--- config.mk ---
export PLATFORM = sky130hd
export DESIGN_NAME = serial_adder_ctrl
export DESIGN_NICKNAME = d
export VERILOG_FILES = /design/src/rtl/serial_adder_ctrl.sv
export SDC_FILE = /design/constraint.sdc
export NUM_CORES = 1
export LEC_CHECK = 0
export CAP_MARGIN = 20
export CORE_ASPECT_RATIO = 0.5
export CORE_MARGIN = 10
export CORE_UTILIZATION = 46
export CTS_CLUSTER_DIAMETER = 150
export DETAILED_ROUTE_END_ITERATION = 10
export MAX_ROUTING_LAYER = met4
export PLACE_DENSITY = 0.79
export SLEW_MARGIN = 20
export SYNTH_ARGS = -nofsm -noshare
export SYNTH_HDL_FRONTEND = slang
export SYNTH_HIERARCHICAL = 1
export SYNTH_SLANG_ARGS = --single-unit
--- constraint.sdc ---
create_clock -name clk -period 1.4 [get_ports clk]
set_clock_uncertainty 0.2 [all_clocks]
set_input_delay 0.14 -clock clk [delete_from_list [all_inputs] [get_ports clk]]
set_output_delay 0.14 -clock clk [all_outputs]
set_load 0.1 [all_outputs]
--- src/rtl/serial_adder_ctrl.sv ---
// Bit-serial WIDTH-bit adder: one full_adder cell processes one bit pair per clock,
// LSB first, between a valid/ready operand handshake and a valid/ready result handshake.

module full_adder (
  input  logic a,
  input  logic b,
  input  logic cin,
  output logic s,
  output logic cout
);
  assign s    = a ^ b ^ cin;
  assign cout = (a & b) | (cin & (a ^ b));
endmodule

module serial_adder_ctrl #(
  parameter int WIDTH = 8
) (
  input  logic             clk,
  input  logic             rst_n,
  input  logic             in_valid,
  output logic             in_ready,
  input  logic [WIDTH-1:0] a,
  input  logic [WIDTH-1:0] b,
  input  logic             cin,
  output logic             out_valid,
  input  logic             out_ready,
  output logic [WIDTH-1:0] sum,
  output logic             cout,
  output logic             busy
);
  localparam int CNT_W = $clog2(WIDTH);

  typedef enum logic [1:0] {S_IDLE, S_ADD, S_DONE} state_t;

  state_t           state_q, state_d;
  logic [WIDTH-1:0] a_q, a_d;
  logic [WIDTH-1:0] b_q, b_d;
  logic [WIDTH-1:0] sum_q, sum_d;
  logic             carry_q, carry_d;
  logic [CNT_W-1:0] cnt_q, cnt_d;
  logic             fa_s, fa_cout;
  logic             last_bit;

  full_adder u_fa (
    .a    (a_q[0]),
    .b    (b_q[0]),
    .cin  (carry_q),
    .s    (fa_s),
    .cout (fa_cout)
  );

  assign last_bit = (cnt_q == CNT_W'(WIDTH - 1));

  // State register plus datapath flops.
  always_ff @(posedge clk or negedge rst_n) begin
    if (!rst_n) begin
      state_q <= S_IDLE;
      a_q     <= '0;
      b_q     <= '0;
      sum_q   <= '0;
      carry_q <= 1'b0;
      cnt_q   <= '0;
    end else begin
      state_q <= state_d;
      a_q     <= a_d;
      b_q     <= b_d;
      sum_q   <= sum_d;
      carry_q <= carry_d;
      cnt_q   <= cnt_d;
    end
  end

  always_comb begin
    state_d = state_q;
    case (state_q)
      S_IDLE:  if (in_valid)  state_d = S_ADD;
      S_ADD:   if (last_bit)  state_d = S_DONE;
      S_DONE:  if (out_ready) state_d = S_IDLE;
      default: state_d = S_IDLE;
    endcase
  end

  // Datapath next-state: operands load only at the accepting edge, then shift right.
  always_comb begin
    a_d     = a_q;
    b_d     = b_q;
    sum_d   = sum_q;
    carry_d = carry_q;
    cnt_d   = cnt_q;
    if (state_q == S_IDLE && in_valid) begin
      a_d     = a;
      b_d     = b;
      carry_d = cin;
      cnt_d   = '0;
    end else if (state_q == S_ADD) begin
      sum_d   = {fa_s, sum_q[WIDTH-1:1]};
      carry_d = fa_cout;
      a_d     = a_q >> 1;
      b_d     = b_q >> 1;
      cnt_d   = cnt_q + CNT_W'(1);
    end
  end

  always_comb begin
    in_ready  = (state_q == S_IDLE);
    busy      = (state_q == S_ADD);
    out_valid = (state_q == S_DONE);
    sum       = sum_q;
    cout      = carry_q;
  end

endmodule

### Word level (Yosys, flattened, before mapping)

Cells that the tools add are included.

* logic and storage cells: 36
* bits in registers: 30

* equality and inequality tests: 6
* bitwise operators: 6
* reductions and logical operators: 5
* multiplexer cells: 12
* $add $sub $neg: 1

Operators by type and width (number)
* 2-to-1 mux 8 bit: 4
* 2-to-1 mux 2 bit: 3
* 2-to-1 mux 3 bit: 2
* case mux 2 bit (3 select lines): 1
* inequality test 2 x 1 -> 1 bit (second input constant): 2
* adder 3 x 1 -> 3 bit (second input constant): 1
* == test 3 bit (second input constant): 1
* AND reduction 3 bit: 1
* bitwise AND 1 bit: 2
* == test 2 x 1 -> 1 bit (second input constant): 1
* == test 2 bit (second input constant): 1
* zero test 2 bit: 1
* 2-to-1 mux 1 bit: 2
* inequality test 2 bit (second input constant): 1
* AND reduction 2 bit: 1
* nonzero test 2 bit: 1
* XOR 1 bit: 2
* logical AND 1 bit: 1
* inverter 1 bit: 1
* OR 1 bit: 1

### Logic depth before layout (Yosys ltp)

* depth in word-level cells: 5
* gate-level depth with buffers: 4
* depth with buffers taken out: 4

### Hierarchy

Netlist, hierarchy kept.

By module, submodules not included
* serial_adder_ctrl: instances 1, seq. area each 750.7 um2, area an instance 1684.1 um2, cells an instance 120
* full_adder: instances 1, seq. area each 0.0 um2, area an instance 20.0 um2, cells an instance 1

### Least setup slack after synthesis

OpenSTA, ideal clock, no wires.

* path type: register -> register
* from: reg state_q[0]
* to: reg state_q[1]
* slack: -1122 ps
* cell stages (with the launch flop): 4
* buffers on the path: 1
* setup time: 74 ps
* data arrival time: 2248 ps
* required time: 1126 ps
* period minus slack after synthesis: 2522 ps
* cells stage by stage: dfrtp_1 > buf_6 > nor2b_1 > a22o_1

* cells in the longest elaborated chain, start to end: 3
* elaborated cells between the ends (all ways): 8
* classes of those cells: 5 x eq/ne; 1 x mux; 2 x reduce/logical

Ends and longest elaborated chain
* start: declaration: RTL line 35 `state_t state_q, state_d;`
* start signal: assignment: RTL line 64 `state_q <= state_d;`
* == test 2 bit *
* net out_valid: RTL line 25 `output logic out_valid,`
* inequality test 2 x 1 -> 1 bit (no source line)
* AND reduction 3 bit (no source line)

The timed path passes the listed nets; every way through them passes the cells marked *.
A chain may end at the register's enable or synchronous reset.

### Worst setup path in the final report

* from: reg state_q[0]
* to: out out_valid

* cells in the longest elaborated chain, start to end: 1

Ends and longest elaborated chain
* == test 2 bit: RTL line 107 `out_valid = (state_q == S_DONE);`
* end: declaration: RTL line 25

Every way passes these cells.

==> impl_metrics.prom <==
# TYPE chip_impl_metric gauge
chip_impl_info{name="worst_setup_path_end_kind",value="primary output"} 1
chip_impl_info{name="ctsRootBufferMaster",value="sky130_fd_sc_hd__clkbuf_8"} 1
chip_impl_metric{name="synth-warning-count",unit=""} 6
chip_impl_metric{name="viasPerCell",unit=""} 5.39
chip_impl_info{name="synth_top_area_cell",value="sky130_fd_sc_hd__dfrtp_1"} 1
chip_impl_metric{name="final_hold_viols",unit=""} 0
chip_impl_info{name="cp-start-kind",value="flop"} 1
chip_impl_metric{name="worst_skew_pair.late_latency",unit="ps"} 280
chip_impl_metric{name="antennaDiodeCount",unit=""} 0
chip_impl_metric{name="synth_seq_area_share",unit=""} 0.441
chip_impl_metric{name="route.detailed.drc",unit=""} 0
chip_impl_metric{name="fin_crit",unit="ps"} 1590
chip_impl_info{name="worstReg2RegStart",value="state_q[0]"} 1
chip_impl_info{name="violated_checks",value="setup timing"} 1
chip_impl_metric{name="vias",unit=""} 1255
chip_impl_metric{name="port_buffers",unit=""} 32
chip_impl_metric{name="clock_network_power_share",unit=""} 0.101
chip_impl_metric{name="slew-limit-headroom",unit=""} 0.762
chip_impl_metric{name="num_rows",unit=""} 15
chip_impl_metric{name="cts.sink_count",unit=""} 30
chip_impl_metric{name="synth_fp_nets",unit=""} 145
chip_impl_metric{name="clk_transition_reported_paths",unit="ps"} 70
chip_impl_info{name="synth.area.top_cells",value="sky130_fd_sc_hd__dfrtp_1, sky130_fd_sc_hd__a211oi_2, sky130_fd_sc_hd__nor3b_2"} 1
chip_impl_info{name="cells_along_the_critical_path",value="buf_12 -> nor2b_4 -> buf_12"} 1
chip_impl_metric{name="worstRegToRegCells",unit=""} 3
chip_impl_metric{name="initial_utilization",unit=""} 0.488
chip_impl_metric{name="setup.reg_to_reg.worst_slack",unit="ps"} -190
chip_impl_metric{name="flow.area_growth_from_synthesis",unit="%"} 59.6
chip_impl_metric{name="vias_in_the_first_global_route",unit=""} 1309
chip_impl_metric{name="cts.path.max_buffers",unit=""} 2
chip_impl_metric{name="cts.htree.levels",unit=""} 2
chip_impl_metric{name="synth-edff-count",unit=""} 0
chip_impl_metric{name="design.core.area",unit="um2"} 3490
chip_impl_metric{name="dp.cells",unit=""} 213
chip_impl_metric{name="switching_power",unit="mW"} 3.17
chip_impl_metric{name="max_freq",unit="MHz"} 630
chip_impl_metric{name="cellInternalPower",unit="mW"} 4.08
chip_impl_metric{name="gr-usage-all-layers",unit=""} 0.136
chip_impl_metric{name="timing.critical_path.arrival",unit="ps"} 1250
chip_impl_metric{name="worst-path-max-fanout",unit=""} 4
chip_impl_metric{name="post-synth-top-area-fraction",unit=""} 0.441
chip_impl_metric{name="netlist_area",unit="um2"} 1700
chip_impl_metric{name="timing.final.crit_share",unit=""} 1.13
chip_impl_metric{name="hold-worst-slack",unit="ps"} 24.0
chip_impl_metric{name="cellLeakagePower",unit="nW"} 1.16
chip_impl_metric{name="detailedRoute.firstPassIterationCount",unit=""} 4
chip_impl_metric{name="yosys_register_bits",unit=""} 30
chip_impl_metric{name="cts_made_buffers",unit=""} 5
chip_impl_metric{name="dp_hpwl",unit="mm"} 2.72
chip_impl_metric{name="comb_pwr_share",unit=""} 0.660
chip_impl_info{name="cp-startpoint",value="state_q[0]"} 1
chip_impl_metric{name="worst_ir_drop_vdd",unit="V"} 0.000874
chip_impl_info{name="worst_path_cell_with_the_longest_stage_delay",value="sky130_fd_sc_hd__dfrtp_2"} 1
chip_impl_metric{name="final_critical_path_setup_slack",unit="ps"} -187
chip_impl_metric{name="critical-path-max-stage-delay",unit="ps"} 470
chip_impl_metric{name="synthArstFlopShare",unit=""} 1.00
chip_impl_info{name="unrepaired_setup_endpoints_after_global_routing",value="true"} 1
chip_impl_metric{name="power_density",unit="nW/um2"} 2670
chip_impl_metric{name="number_of_drc_markers_after_the_initial_detailed_route_iteration",unit=""} 42
chip_impl_metric{name="avgSynthCellArea",unit="um2"} 14.1
chip_impl_metric{name="routabilityCongestion",unit=""} 0.756
chip_impl_info{name="r2r-end",value="b_q[6]"} 1
chip_impl_metric{name="total_power",unit="mW"} 7.25
chip_impl_metric{name="chipWidth",unit="um"} 106
chip_impl_info{name="timing_worst_setup_path_type",value="reg2out"} 1
chip_impl_metric{name="max_slew.worst_pin.slew",unit="ps"} 358
chip_impl_metric{name="grt_start_max_net_pins",unit=""} 31
chip_impl_metric{name="netSwitchingFraction",unit=""} 0.438
chip_impl_info{name="min-delay-path-class",value="in2async"} 1
chip_impl_metric{name="count_of_hold_fix_buffers_inserted_at_cts",unit=""} 0
chip_impl_metric{name="timing.critical_path.required",unit="ps"} 1060
chip_impl_metric{name="globalRouteOverflowTotal",unit=""} 0
chip_impl_metric{name="grt_pass1_wl",unit="mm"} 6.98
chip_impl_metric{name="setup_viol",unit=""} 30
chip_impl_metric{name="drive_gt1_frac",unit=""} 0.648
chip_impl_metric{name="cap_viol_max_count",unit=""} 0
chip_impl_info{name="ys_dominant_reg_cell",value="sky130_fd_sc_hd__dfrtp_1"} 1
chip_impl_metric{name="detail_route.wl_per_cell",unit="um"} 18.9
chip_impl_metric{name="final_max_slew_viol_count",unit=""} 0
chip_impl_metric{name="finalNetCount",unit=""} 205
chip_impl_metric{name="sequentialPowerShare",unit=""} 0.240
chip_impl_metric{name="final-instance-count-excl-fill",unit=""} 233
chip_impl_metric{name="grt_antenna_before_repair",unit=""} 0
chip_impl_metric{name="wl",unit="mm"} 4.40
chip_impl_metric{name="die_area",unit="um2"} 6690
chip_impl_metric{name="final.setup.tns",unit="ps"} -3830
chip_impl_info{name="cp_common_cell",value="sky130_fd_sc_hd__buf_12"} 1
chip_impl_metric{name="drt.antenna.violating_nets",unit=""} 0
chip_impl_metric{name="synthesis.instances",unit=""} 121
chip_impl_metric{name="post_synth_num_cell_types",unit=""} 32
chip_impl_metric{name="io-pin-count",unit=""} 33
chip_impl_metric{name="die_h",unit="um"} 63.0
chip_impl_info{name="tritoncts",value="built"} 1
chip_impl_info{name="run_status",value="finished with violations"} 1
## worst max-delay path, delay by kind of cell (launching register included)
kind | cells | cell delay [ps]
buffers and inverters | 2 | 350
DFF | 1 | 470
and+or+nand+nor | 1 | 150
## cell usage in the layout, fill, tap and decap left out, types with 3 or more instances in the layout
master,n
sky130_fd_sc_hd__clkbuf_8,6
sky130_fd_sc_hd__a211oi_2,11
sky130_fd_sc_hd__inv_1,12
sky130_fd_sc_hd__nor3b_2,11
sky130_fd_sc_hd__buf_4,15
sky130_fd_sc_hd__dfrtp_1,19
sky130_fd_sc_hd__nor4b_2,7
sky130_fd_sc_hd__buf_12,19
sky130_fd_sc_hd__dfrtp_2,10
sky130_fd_sc_hd__clkdlybuf4s50_1,19
sky130_fd_sc_hd__mux2_4,8
sky130_fd_sc_hd__buf_6,8
sky130_fd_sc_hd__a22o_1,3
sky130_fd_sc_hd__nor4b_4,4
## worst max path at each step
stage | slack (ps) | endpoint | depth (start not counted)
after floorplan | -270 | sum[7] | 2
after global placement | -300 | b_q[1] | 4
after detailed placement | -400 | b_q[1] | 4
after CTS | -170 | cout | 3
after global routing | -210 | b_q[6] | 3
final | -190 | out_valid | 3
## power by group through the flow
stage	clock network [mW]	registers [mW]	logic, mW
floorplan	0	2.54	1.93
global placement	0	1.71	4.08
detailed placement	0	1.73	4.19
CTS	0.724	1.72	4.63
global route	0.793	1.79	4.99
finish	0.731	1.74	4.78
## timing repair
item,CTS,global route
pin swaps,7,6
setup buffers,10,2
setup endpoints to repair,27,34
gates resized for setup,24,14
## Yosys cell counts (2+ instances only)
library cell and count:
sky130_fd_sc_hd__mux2_1 2, sky130_fd_sc_hd__o221a_2 4, sky130_fd_sc_hd__dfrtp_1 30, sky130_fd_sc_hd__nor4b_1 2, sky130_fd_sc_hd__nand2b_1 2, sky130_fd_sc_hd__or4b_1 4, sky130_fd_sc_hd__buf_6 4, sky130_fd_sc_hd__a211oi_2 11
sky130_fd_sc_hd__nor3b_2 11, sky130_fd_sc_hd__mux2_4 5, sky130_fd_sc_hd__nor4b_2 9, sky130_fd_sc_hd__inv_1 12, sky130_fd_sc_hd__buf_4 3, sky130_fd_sc_hd__ha_1 2, sky130_fd_sc_hd__a22o_1 3
## metrics by stage
| step | util | setup slack (ps) | cell area (um2) |
|---|---|---|---|
| floorplan | - | -268 | 1750 |
| global placement | 0.676 | -304 | 2360 |
| detailed placement | 0.676 | -403 | 2360 |
| CTS | 0.757 | -169 | 2640 |
| global route | 0.779 | -211 | 2720 |
| finish | 0.779 | -187 | 2720 |
## registers in the layout (all words and copies together), names as in the netlist
register  flops
a_q           8
cnt_q         3
state_q       2
cout          1
sum           8
b_q           8
## logic make-up after synthesis
kind of cell             count (synthesis)  share of synthesized area
buffers and inverters                   23                     0.0852
adder cells (fa/ha/maj)                  3                     0.0264
multiplexers                             9                     0.0697
AND/OR/NAND/NOR                         33                      0.220
flip-flops                              30                      0.441
AO/OA/AOI/OAI                           23                      0.158
## layout make-up
type,count,area [um2]
tap,51,63.8
clock inverter,1,5.00
clock buffer,7,86.3
inverter,13,56.3
fill,188,771
sequential,30,767
timing repair buffer,63,810
multi-input combinational,68,932
## per-layer routing
metal | vias up | global-route usage | wire length (um)
met5 | - | - | 0
met4 | 0 | 0.0554 | 109
met3 | 16 | 0.0432 | 203
met2 | 43 | 0.228 | 2280
met1 | 628 | 0.146 | 1810
li1 | 568 | - | -
Note: power is estimated with default switching activity, not from simulation.
